`src/rtl/if_fetch_queue_pkg.sv`:
```
// Shared fetch-stage constants and the fetch-to-decode bus layout.
// The bus is packed {adel, inst, pc}, matching the decode stage's unpacking order.
package if_fetch_queue_pkg;

    localparam int          FS_TO_DS_BUS_WD  = 65;
    localparam logic [31:0] DEFAULT_RESET_PC = 32'hbfc00000;
    localparam logic [31:0] EX_VECTOR        = 32'hbfc00380;

    typedef struct packed {
        logic        adel;
        logic [31:0] inst;
        logic [31:0] pc;
    } fs_to_ds_t;

    function automatic logic pc_aligned(input logic [1:0] pc_low);
        return pc_low == 2'b00;
    endfunction

endpackage

```
`src/rtl/fetch_sync_fifo.sv`:
```
// Synchronous FIFO with flush; any DEPTH >= 1, not only powers of two.
// Push while full is honoured only when a pop happens in the same cycle.
module fetch_sync_fifo #(
    parameter int WIDTH = 32,
    parameter int DEPTH = 4
) (
    input  logic                       clk,
    input  logic                       reset,
    input  logic                       push,
    input  logic                       pop,
    input  logic                       flush,
    input  logic [WIDTH-1:0]           wdata,
    output logic [WIDTH-1:0]           rdata,
    output logic [$clog2(DEPTH+1)-1:0] count,
    output logic                       full,
    output logic                       empty
);

    localparam int AW = (DEPTH > 1) ? $clog2(DEPTH) : 1;
    localparam int CW = $clog2(DEPTH + 1);

    logic [WIDTH-1:0] mem [DEPTH];
    logic [AW-1:0]    wr_ptr;
    logic [AW-1:0]    rd_ptr;
    logic             do_push;
    logic             do_pop;

    function automatic logic [AW-1:0] ptr_inc(input logic [AW-1:0] p);
        return (p == AW'(DEPTH - 1)) ? '0 : p + AW'(1);
    endfunction

    assign full    = (count == CW'(DEPTH));
    assign empty   = (count == '0);
    assign do_pop  = pop && !empty && !flush;
    assign do_push = push && !flush && (!full || do_pop);
    assign rdata   = mem[rd_ptr];

    always_ff @(posedge clk or posedge reset) begin
        if (reset) begin
            wr_ptr <= '0;
            rd_ptr <= '0;
            count  <= '0;
        end else if (flush) begin
            wr_ptr <= '0;
            rd_ptr <= '0;
            count  <= '0;
        end else begin
            if (do_push) wr_ptr <= ptr_inc(wr_ptr);
            if (do_pop)  rd_ptr <= ptr_inc(rd_ptr);
            count <= count + CW'(do_push) - CW'(do_pop);
        end
    end

    // Storage is not reset; occupancy is tracked by count alone.
    always_ff @(posedge clk) begin
        if (do_push) mem[wr_ptr] <= wdata;
    end

endmodule

```
`src/rtl/if_fetch_queue.sv`:
```
// Instruction fetch stage: credit-based SRAM request issue, PC tag queue,
// instruction buffer toward decode, and redirect with in-flight cancellation.
module if_fetch_queue
    import if_fetch_queue_pkg::*;
#(
    parameter int          IBUF_DEPTH      = 4,
    parameter int          MAX_OUTSTANDING = 2,
    parameter logic [31:0] RESET_PC        = DEFAULT_RESET_PC
) (
    input  logic        clk,
    input  logic        reset,
    input  logic        redirect_valid,
    input  logic [31:0] redirect_pc,
    input  logic        ds_allowin,
    output logic        fs_to_ds_valid,
    output logic [31:0] fs_to_ds_inst,
    output logic [31:0] fs_to_ds_pc,
    output logic        fs_to_ds_adel,
    output logic        inst_sram_req,
    output logic [31:0] inst_sram_addr,
    input  logic        inst_sram_addr_ok,
    input  logic        inst_sram_data_ok,
    input  logic [31:0] inst_sram_rdata
);

    localparam int OW = $clog2(MAX_OUTSTANDING + 1);
    localparam int IW = $clog2(IBUF_DEPTH + 1);
    localparam int SW = ((IW > OW) ? IW : OW) + 1;

    logic [31:0]   fetch_pc;
    logic [OW-1:0] outstanding;
    logic [OW-1:0] cancel_cnt;
    logic          halted;

    logic [31:0]   tag_pc;
    logic [OW-1:0] tag_count;
    logic          tag_full;
    logic          tag_empty;

    fs_to_ds_t     ibuf_wdata;
    fs_to_ds_t     ibuf_head;
    logic [IW-1:0] ibuf_count;
    logic          ibuf_full;
    logic          ibuf_empty;

    logic          accept;
    logic          resp_valid;
    logic          resp_push;
    logic          adel_push;
    logic          ibuf_push;
    logic          ibuf_pop;
    logic [SW-1:0] credit_used;
    logic          unused_tag_count;

    // Every accepted request owns a buffer slot, so a response can always be stored.
    assign credit_used = SW'(ibuf_count) + SW'(outstanding);

    assign inst_sram_req = !redirect_valid && !halted && pc_aligned(fetch_pc[1:0])
                        && (outstanding < OW'(MAX_OUTSTANDING)) && !tag_full
                        && (credit_used < SW'(IBUF_DEPTH));
    assign inst_sram_addr = fetch_pc;

    assign accept     = inst_sram_req && inst_sram_addr_ok;
    assign resp_valid = inst_sram_data_ok && !tag_empty;
    assign resp_push  = resp_valid && (cancel_cnt == '0) && !redirect_valid;

    // A misaligned PC is reported once, after every older request has been cancelled out.
    assign adel_push  = !redirect_valid && !halted && !pc_aligned(fetch_pc[1:0])
                     && (outstanding == cancel_cnt) && !ibuf_full;
    assign ibuf_push  = resp_push || adel_push;

    always_comb begin
        ibuf_wdata.adel = adel_push;
        ibuf_wdata.inst = adel_push ? 32'h0 : inst_sram_rdata;
        ibuf_wdata.pc   = adel_push ? fetch_pc : tag_pc;
    end

    assign fs_to_ds_valid = !ibuf_empty && !redirect_valid;
    assign ibuf_pop       = fs_to_ds_valid && ds_allowin;
    assign fs_to_ds_inst  = ibuf_empty ? 32'h0 : ibuf_head.inst;
    assign fs_to_ds_pc    = ibuf_empty ? 32'h0 : ibuf_head.pc;
    assign fs_to_ds_adel  = !ibuf_empty && ibuf_head.adel;

    assign unused_tag_count = ^tag_count;

    fetch_sync_fifo #(
        .WIDTH (32),
        .DEPTH (MAX_OUTSTANDING)
    ) u_tag_queue (
        .clk   (clk),
        .reset (reset),
        .push  (accept),
        .pop   (resp_valid),
        .flush (1'b0),
        .wdata (fetch_pc),
        .rdata (tag_pc),
        .count (tag_count),
        .full  (tag_full),
        .empty (tag_empty)
    );

    fetch_sync_fifo #(
        .WIDTH (FS_TO_DS_BUS_WD),
        .DEPTH (IBUF_DEPTH)
    ) u_ibuf (
        .clk   (clk),
        .reset (reset),
        .push  (ibuf_push),
        .pop   (ibuf_pop),
        .flush (redirect_valid),
        .wdata (ibuf_wdata),
        .rdata (ibuf_head),
        .count (ibuf_count),
        .full  (ibuf_full),
        .empty (ibuf_empty)
    );

    always_ff @(posedge clk or posedge reset) begin
        if (reset) begin
            fetch_pc    <= RESET_PC;
            outstanding <= '0;
            cancel_cnt  <= '0;
            halted      <= 1'b0;
        end else begin
            outstanding <= outstanding + OW'(accept) - OW'(resp_valid);
            if (redirect_valid) begin
                // Everything still in flight after this cycle belongs to the old path.
                fetch_pc   <= redirect_pc;
                halted     <= 1'b0;
                cancel_cnt <= outstanding - OW'(resp_valid);
            end else begin
                if (accept)    fetch_pc <= fetch_pc + 32'd4;
                if (adel_push) halted   <= 1'b1;
                if (resp_valid && (cancel_cnt != '0)) cancel_cnt <= cancel_cnt - OW'(1);
            end
        end
    end

endmodule

```
`config.mk`:
```
export PLATFORM = sky130hd
export DESIGN_NAME = if_fetch_queue
export DESIGN_NICKNAME = d
export VERILOG_FILES = /design/src/rtl/if_fetch_queue_pkg.sv /design/src/rtl/fetch_sync_fifo.sv /design/src/rtl/if_fetch_queue.sv
export SDC_FILE = /design/constraint.sdc
export NUM_CORES = 1
export LEC_CHECK = 0
export BUFFER_PORTS_ARGS = -buffer_cell sky130_fd_sc_hd__buf_2
export CAP_MARGIN = 20
export CORE_ASPECT_RATIO = 2
export CORE_MARGIN = 2
export CORE_UTILIZATION = 32
export DETAILED_ROUTE_END_ITERATION = 12
export PLACE_DENSITY = 0.53
export SYNTH_ARGS = -nofsm -noshare
export SYNTH_HDL_FRONTEND = slang
export SYNTH_SLANG_ARGS = --single-unit
```
`constraint.sdc`:
```
create_clock -name clk -period 5.4 [get_ports clk]
set_clock_uncertainty 0.05 [all_clocks]
set_input_delay 0.27 -clock clk [delete_from_list [all_inputs] [get_ports clk]]
set_output_delay 0.27 -clock clk [all_outputs]
set_load 0.05 [all_outputs]
```
# Yosys cells after proc, flatten, opt, wreduce, memory -nomap -nowiden
# Memories as Yosys holds them, arrays and structs flattened.
# Index checks and enable logic that the tools add are counted.
# word_totals
latchBits	0
memories	2
mem_bits_ro	0
ram_bits	324
reg_bits	48
elab_cells	98
out_inout_bits	99
input_bits	70
# mem_list
name	words	word_bits	rd	rd_clocked_by_memory_dff	wr	line_no	source
u_ibuf.mem	4	65	1	0	1	fetch_sync_fifo.sv:22	logic [WIDTH-1:0] mem [DEPTH];
u_tag_queue.mem	2	32	1	0	1	fetch_sync_fifo.sv:22	
# op_classes
n_eq_ne	5
shifts	0
mul	0
n_lt_le_gt_ge	2
n_mux	23
add_sub_neg	14
div_mod_pow	0
bitwise_logic	0
n_reduce_logical	42
# ops
operator	count
$mux W32	6
$add A32 B3 Y32 const B	1
$logic_and A1 B1 Y1	22
$mux W2	8
$reduce_bool A2 Y1	6
$mux W1	8
$logic_not A1 Y1	7
$eq A2 B2 Y1 const B	3
$logic_not A2 Y1	3
$sub A2 B1 Y2	3
$add A2 B1 Y2	2
$add A2 B1 Y2 const B	2
$add A3 B2 Y4	1
$lt A4 B3 Y1 const B	1
$add A3 B1 Y3	1
$eq A3 B3 Y1 const B	1
$logic_not A3 Y1	1
$logic_or A1 B1 Y1	3
$mux W3	1
$sub A3 B1 Y3	1
$add A1 B1 Y1 const B	2
$eq A2 B2 Y1	1
$lt A2 B2 Y1 const B	1
$sub A2 B1 Y2 const B	1

# Depth between registers and ports, before layout
# Gate-level depths: netlist (run 1).
# logic_depth
ltp_word	11
depth_mapped	12
mapped_depth_nobuf	11

# Hierarchy
# From an unflattened synthesis (run 1), not the netlist that was laid out.
# unflattened
hier_cells	915
hier_area_um2	15712.6
# by_module_without_submodules
mod	instances	cells_per_inst	seq_area_each_um2	area_each_um2
fetch_sync_fifo at u_ibuf	1	387	7982.7	9870.7
if_fetch_queue	1	398	937.1	3274.4
fetch_sync_fifo at u_tag_queue	1	130	2021.9	2567.5

# Worst setup path after synthesis (run 1)
# No wires, ideal clock.
# synth_timing
kind	reg-to-reg
startpoint	register fetch_pc[0], in the netlist inst_sram_addr[0]
endpoint	memory u_ibuf.mem[0][0] in the netlist's numbering, enable pin
period_less_slack_ps	3634
slack_ps	1766
setup_time_ps	430
stages_incl_launch_ff	6
required_time_ps	4920
t_arrival_ps	3154
n_path_buf	0
cell_sequence	dfrtp_1 nor2_1 nor3_1 nand4_1 a211oi_2 and2_1
# synth_between
elab_chain_len	10
# synth_lines
element	line_no	source
start: declaration	if_fetch_queue.sv:30	logic [31:0] fetch_pc;
start signal: assignment	if_fetch_queue.sv:128	fetch_pc <= redirect_pc;
start signal: assignment	if_fetch_queue.sv:132	if (accept) fetch_pc <= fetch_pc + 32'd4;
$logic_not A2 Y1	if_fetch_queue_pkg.sv:16	return pc_low == 2'b00;
$logic_not A1 Y1	if_fetch_queue.sv:68	assign adel_push = !redirect_valid && !halted && !pc_aligned(fetch_pc[1:0])
$logic_and A1 B1 Y1	if_fetch_queue.sv:68	
$logic_and A1 B1 Y1 (2 in series)	if_fetch_queue.sv:69	&& (outstanding == cancel_cnt) && !ibuf_full;
$logic_or A1 B1 Y1	if_fetch_queue.sv:70	assign ibuf_push = resp_push || adel_push;
$logic_and A1 B1 Y1 (2 in series)	fetch_sync_fifo.sv:35	assign do_push = push && !flush && (!full || do_pop);
$mux W1	fetch_sync_fifo.sv:56	if (do_push) mem[wr_ptr] <= wdata;
$mux W1 (not written as such)	fetch_sync_fifo.sv:56	
end: declaration	fetch_sync_fifo.sv:22	
# No other way between the ends.

# Final worst setup path (run 1)
# layout_timing
startpoint	register u_ibuf.rd_ptr[1]
endpoint	output port fs_to_ds_pc[22]
# layout_between
elab_chain_len	2
# layout_lines
element	line_no	source
start: declaration	fetch_sync_fifo.sv:24	logic [AW-1:0] rd_ptr;
start signal: assignment	fetch_sync_fifo.sv:49	if (do_pop) rd_ptr <= ptr_inc(rd_ptr);
$mem_v2 Z4 W65	-	
$mux W32	if_fetch_queue.sv:81	assign fs_to_ds_pc = ibuf_empty ? 32'h0 : ibuf_head.pc;
end: declaration	if_fetch_queue.sv:17	output logic [31:0] fs_to_ds_pc,
# No other way between the ends.

==> results.tsv, run 1 <==
stage	metric	value	unit
route	Iteration-0 DRC Markers	409	
die	die outline height	316	um
critical_path	reg2reg path depth	6	
status	outcome	completed	
cts	clk sinks	372	
placed_design	dpl ws	2390	ps
die	placeable core area	0.0482	mm2
critical_path	critical path class	register to primary output	
final_layout	antenna cell count	0	
cts	clock root cell	clkbuf_16	
synth	sequential fraction of the synthesis area	70.4	%
critical_path	reg-to-reg endpoint	u_ibuf.mem[2][38]	
cts	CTS tree	yes	
sta	Max Slew Vio Count	0	
sta	Rel. slew slack	28.2	%
die	Ports	169	
sta	RSZ-0062 raised after global routing	false	
die	cell row count	114	
die	chip width	160	um
sta	fmax	315	MHz
critical_path	Worst setup EP type	primary output	
final_layout	post-layout util	38.3	%
synth	Mapped Cells	944	
cts	Gates resized, CTS repair	0	
power	Power Dens Cells	499	mW/mm2
grt	grt ovf	0	
worst_hold_path	hold depth	4	
sta	endpoints failing setup	0	
die	Die ar.	0.0504	mm2
synth	largest area contributor in the netlist	edfxtp_1	
power	Pwr Total	9.22	mW
cts	CTS H-Tree Depth	2	
synth	Synth Area per Inst	16.5	um2
sta	Worst Hold Margin	22.4	ps
critical_path	worst path bufs/invs	2	
sta	final worst setup slack	2230	ps
critical_path	reg2reg start	inst_sram_addr[0]	
critical_path	CP Max Fanout	45	
grt	GR Util All Layers	14.7	%
synth	synth warn	0	
route	Routed WL per cell	20.4	um
critical_path	worst-path cell chain	buf_4 > mux4_2 > nor2b_1 > buf_2	
synth	net count after synthesis	1030	
synth	synthesized flop and latch total	372	
cts	cts bufs inserted	36	
synth	ys flop type	edfxtp_1	
critical_path	flop2flop setup slack	2430	ps
synth	Cell variety after synth	50	
route	drt drc	0	
synth	EDFF count, synth	324	
critical_path	Critical-path top delay cell	dfrtp_4	
sta	minimum clock period	3170	ps
critical_path	CP Launch Type	register	
critical_path	max incr delay on CP	900	ps
synth	top cells by area, synth	edfxtp_1 63%, mux4_2 9.4%, dfrtp_1 6.3%	
power	Leak	6.54	nW
final_layout	nets@finish	1230	
sta	Final Hold Fails	0	
route	Vias/cell	4.82	
final_layout	Area growth, synth to finish	19.0	%
cts	CTS max path bufs	3	
route	DRT Wirelength	36800	um
critical_path	Crit path arrival time	2850	ps
synth	Yosys top cell area share	62.6	%
worst_hold_path	Worst Hold Path EP	inst_sram_addr[7]	
worst_hold_path	Worst Hold Class	input port to register	
sta	Tcrit/Tclk final	58.8	%
critical_path	Worst Path Required	5080	ps
worst_hold_path	min-delay src	redirect_pc[7]	
critical_path	CP top delay family	flip-flops	
grt	number of antenna violations at the first check in global routing	0	
run	Max Cap Violations	0	
power	Max VDD drop	0.255	mV
placed_design	Port Buffers	168	
grt	vias in the first global route	9373	
route	ANT nets after route	0	
grt	largest net degree at the start of global routing	98	
route	first-pass detailed-route iteration total	4	
route	total number of vias	8705	
final_layout	share of layout cells above drive strength 1	28.0	%
synth	Synth Cell Area	0.0155	mm2
sta	Slew @ Worst Pin	1080	ps
die	Initial Util	32.2	%
cts	Clk pin slew, worst setup/hold paths	60	ps
placed_design	final weighted congestion in routability-driven placement	0.783	
cts	Clk Latency, worst-skew pair	520	ps
placed_design	HPWL Detailed	23000	um
grt	first-pass GRT wire length	56200	um
final_layout	commonest non-fill, non-tap cell in the layout	edfxtp_1	
sta	Setup TNS	0	ps
final_layout	most frequent cells in the layout	324 x edfxtp_1, 168 x buf_2, 66 x nor2b_1	
synth	share of synthesized registers carrying an async set or reset	12.9	%
-- cell usage after synthesis (3+ instances only) --
master    number
a21o_1         7
a21oi_1       37
a221o_1        8
a31oi_1        8
and2_1        43
and3_1         7
and4_1         3
buf_2         12
clkbuf_1      36
dfrtp_1       39
dfstp_2        9
edfxtp_1     324
ha_1          15
inv_1         24
mux2_2         4
mux2i_1       34
mux4_2        65
nand2_1       30
nand3_1       18
nand4_1       12
nor2_1        51
nor2b_1       66
nor3_1        11
nor4_1         4
o211ai_1       7
o21ai_0       15
or3_1          5
or4_1          6
xnor2_1       12
xor2_1         5
-- kinds of logic (layout without fill, tap and decap cells) --
logic type	Yosys count	count (layout)	synth area share, %
buffers and inverters	76	301	1.98
adders and majority gates	16	16	1.34
xor gates and xnor gates	17	17	0.959
DFF	372	372	70.4
muxes	103	103	11.9
AOI/OAI and AO/OA	95	95	3.90
and+or+nand+nor	265	265	9.47
-- worst register-to-register path: cells and delay by family (launching register included) --
kind                   cells  cell delay, ps
AND/OR/NAND/NOR            4            1340
AO/OA/AOI/OAI              1             510
flip-flops                 1             430
buffers and inverters      1             330
-- how the worst max path moves through the flow --
| stage | start | slack (ps) | cells past startpoint | endpoint |
|---|---|---|---|---|
| after floorplan | inst_sram_addr[0] | 1770 | 5 | u_ibuf.mem[0][0] |
| after global placement | outstanding[1] | 2440 | 7 | u_tag_queue.mem[1][7] |
| after detailed placement | inst_sram_addr[0] | 2390 | 6 | u_ibuf.mem[1][24] |
| after CTS | u_ibuf.rd_ptr[0] | 2070 | 4 | fs_to_ds_pc[22] |
| after global routing | u_ibuf.rd_ptr[0] | 1990 | 4 | fs_to_ds_pc[22] |
| final | u_ibuf.rd_ptr[1] | 2230 | 4 | fs_to_ds_pc[22] |
-- power breakdown --
group	leakage (nW)	internal (mW)	switching [mW]	total (mW)
sequential	3.49	3.63	0.276	3.91
clock	0.532	1.35	1.03	2.38
combinational	2.51	0.917	2.02	2.93
total	6.54	5.90	3.32	9.22
-- what timing repair did --
action / in CTS / in global routing
buffers inserted: 0 / 0
endpoints found under the hold margin: 67 / 0
hold buffers: 29 / 0
-- through the flow --
| stage | cells | cell area [um2] |
|---|---|---|
| 2_1_floorplan | 944 | 15500 |
| 3_3_place_gp | 1715 | 17100 |
| 3_5_place_dp | 1715 | 17100 |
| 4_1_cts | 1807 | 18500 |
| 5_1_grt | 1807 | 18500 |
| 6_report | 1807 | 18500 |
-- area by class of cell --
type / count / area, um2
Clock inverter: 18 / 138
Tap cell: 638 / 798
Inverter: 25 / 93.8
Clock buffer: 45 / 956
Fill cell: 4626 / 29700
Timing Repair Buffer: 213 / 1250
Multi-Input combinational cell: 496 / 4300
Sequential cell: 372 / 11000
-- routing by layer --
layer / track usage (%) / up-vias / routed length, um / part of all wire (%)
met2: 27.9 / 220 / 19800 / 54
met1: 16.6 / 4399 / 14500 / 39
li1: - / 4026 / - / -
met5: 0 / - / 0 / 0
met3: 1.99 / 60 / 1380 / 3.8
met4: 5.67 / 0 / 1160 / 3.2
-- flip-flops by register name, summed over array words and instances (netlist names) --
register	count
cancel_cnt	2
halted	1
inst_sram_addr	32
outstanding	2
u_ibuf.count	3
u_ibuf.mem	260
u_ibuf.rd_ptr	2
u_ibuf.wr_ptr	2
u_tag_queue.count	2
u_tag_queue.mem	64
u_tag_queue.rd_ptr	1
u_tag_queue.wr_ptr	1
Note: power is estimated with default switching activity, not from simulation.
==> run 2, diff against run 1 <==
Clock period 5.4 ns to 3.1 ns, I/O delays scaled along.
==> results.tsv, run 2 (synthesis results as in run 1) <==
stage	metric	value	unit
route	total number of vias	8886	
die	placeable core area	0.0482	mm2
grt	first-pass GRT wire length	56600	um
route	first-pass detailed-route iteration total	4	
sta	minimum clock period	2700	ps
sta	Final Hold Fails	0	
route	ANT nets after route	0	
power	Leak	6.87	nW
sta	Rel. slew slack	40.6	%
route	Vias/cell	4.78	
grt	M1 GR Usage	16.6	%
critical_path	CP top delay family	flip-flops	
cts	Gates resized, CTS repair	0	
placed_design	dpl ws	465	ps
cts	CTS tree	yes	
final_layout	post-layout util	40.0	%
die	Initial Util	32.2	%
final_layout	most frequent cells in the layout	324 x edfxtp_1, 168 x buf_2, 67 x dlygate4sd3_1	
grt	GR peak layer	met2	
power	Sw Ratio	35.6	%
final_layout	antenna cell count	0	
final_layout	commonest non-fill, non-tap cell in the layout	edfxtp_1	
grt	number of antenna violations at the first check in global routing	1	
sta	Setup TNS	0	ps
die	Ports	169	
power	Pwr Total	16.5	mW
final_layout	share of layout cells above drive strength 1	28.7	%
grt	vias in the first global route	9567	
placed_design	Port Buffers	168	
route	Iteration-0 DRC Markers	554	
cts	Clk Latency, worst-skew pair	520	ps
placed_design	HPWL Detailed	24200	um
critical_path	CP Max Fanout	27	
power	Gate power share	32.6	%
sta	endpoints failing setup	0	
power	Sw Pwr	5.86	mW
sta	fmax	370	MHz
final_layout	Area growth, synth to finish	24.1	%
route	Routed WL per cell	20.0	um
sta	final worst setup slack	396	ps
sta	Slew @ Worst Pin	891	ps
critical_path	worst-path cell chain	buf_12 > mux4_2 > nor2b_1 > buf_2	
critical_path	CP Launch Type	register	
die	chip width	160	um
final_layout	Most flops, register	u_ibuf.mem	
cts	post-CTS setup buffers	0	
sta	Worst Hold Margin	40.5	ps
status	outcome	completed	
critical_path	Worst setup EP type	primary output	
critical_path	critical path class	register to primary output	
route	drt drc	0	
grt	met3 Resource Use GR	1.82	%
cts	CTS H-Tree Depth	2	
grt	largest net degree at the start of global routing	98	
sta	Max Slew Vio Count	0	
grt	met2 usage	28.0	%
placed_design	final weighted congestion in routability-driven placement	0.825	
cts	cts bufs inserted	35	
die	die outline height	316	um
cts	CTS max path bufs	3	
critical_path	Worst Path Required	2890	ps
sta	RSZ-0062 raised after global routing	false	
final_layout	Largest register FFs	260	
critical_path	max incr delay on CP	660	ps
critical_path	Critical-path top delay cell	dfrtp_4	
sta	Tcrit/Tclk final	87.2	%
power	Max VDD drop	0.541	mV
grt	grt ovf	0	
critical_path	worst path bufs/invs	2	
power	Power Dens Cells	854	mW/mm2
worst_hold_path	Worst Hold Class	input port to register	
power	Int Power	10.6	mW
die	cell row count	114	
die	Die ar.	0.0504	mm2
grt	GR Util All Layers	14.8	%
power	Clock Power Share	26.6	%
critical_path	Crit path arrival time	2500	ps
cts	clock root cell	clkbuf_16	
cts	Clk pin slew, worst setup/hold paths	60	ps
run	Max Cap Violations	0	
power	Sequential Power Share	40.8	%
cts	CTS hold repair buffers	67	
route	DRT Wirelength	37200	um
cts	clk sinks	372	
final_layout	nets@finish	1284	
[run 2: cell count changes in the layout (fill, tap and decap cells not counted), sizes merged]
cell / previous run / this run
dlygate4sd3: 29 / 67
clkinv: 15 / 14
bufinv: 2 / 4
buf: 184 / 201
clkinvlp: 2 / 4
clkbuf: 45 / 40
[run 2: path summary, 6_finish.rpt]
path	cells past startpoint	startpoint	slack [ps]	to
min	4	ds_allowin	40	u_ibuf.rd_ptr[0]
min in group asynchronous	3	reset	260	inst_sram_addr[17]
max	4	u_ibuf.rd_ptr[0]	400	fs_to_ds_pc[30]
max reg2reg	6	inst_sram_addr[2]	470	inst_sram_addr[28]
min reg2reg	1	u_tag_queue.count[1]	450	u_tag_queue.count[1]
max in group asynchronous	4	reset	2070	inst_sram_addr[7]
[run 2: layout make-up]
type                       instances  area [um2]
fill                            4556       28900
sequential                       372       11000
multi-input combinational        496        4300
timing repair buffer             268        1950
clock buffer                      40         957
tap                              638         798
clock inverter                    21         221
inverter                          25        93.8
[run 2: power by group through the flow]
stage                     combinational [mW]  sequential (mW)  clock, mW
after floorplan                         3.87             6.77          0
after global placement                  5.37             6.81          0
after detailed placement                5.41             6.83          0
after CTS                               5.48             6.72       4.53
after global routing                    5.79             6.77       4.71
final                                   5.36             6.71       4.38
[run 2: worst reg2reg max path, cell delays in order, from the launching register on]
cell and delay [ps]:
dfrtp_1 510, ha_1 290, nand4_1 160, nor3_1 690, nand2_1 220, o311ai_0 430
o311ai_1 170
[run 2: routing by layer]
metal  part of all wire, %  up-vias
met4                   3.7        2
met5                 0.035        -
met1                    39     4453
li1                      -     4139
met2                    54      232
met3                   3.5       60
[run 2: per-stage QoR]
step / cells / cell area (um2)
after floorplan: 944 / 15500
after global placement: 1732 / 17400
after detailed placement: 1732 / 17400
after CTS: 1860 / 19300
after global routing: 1860 / 19300
final: 1860 / 19300
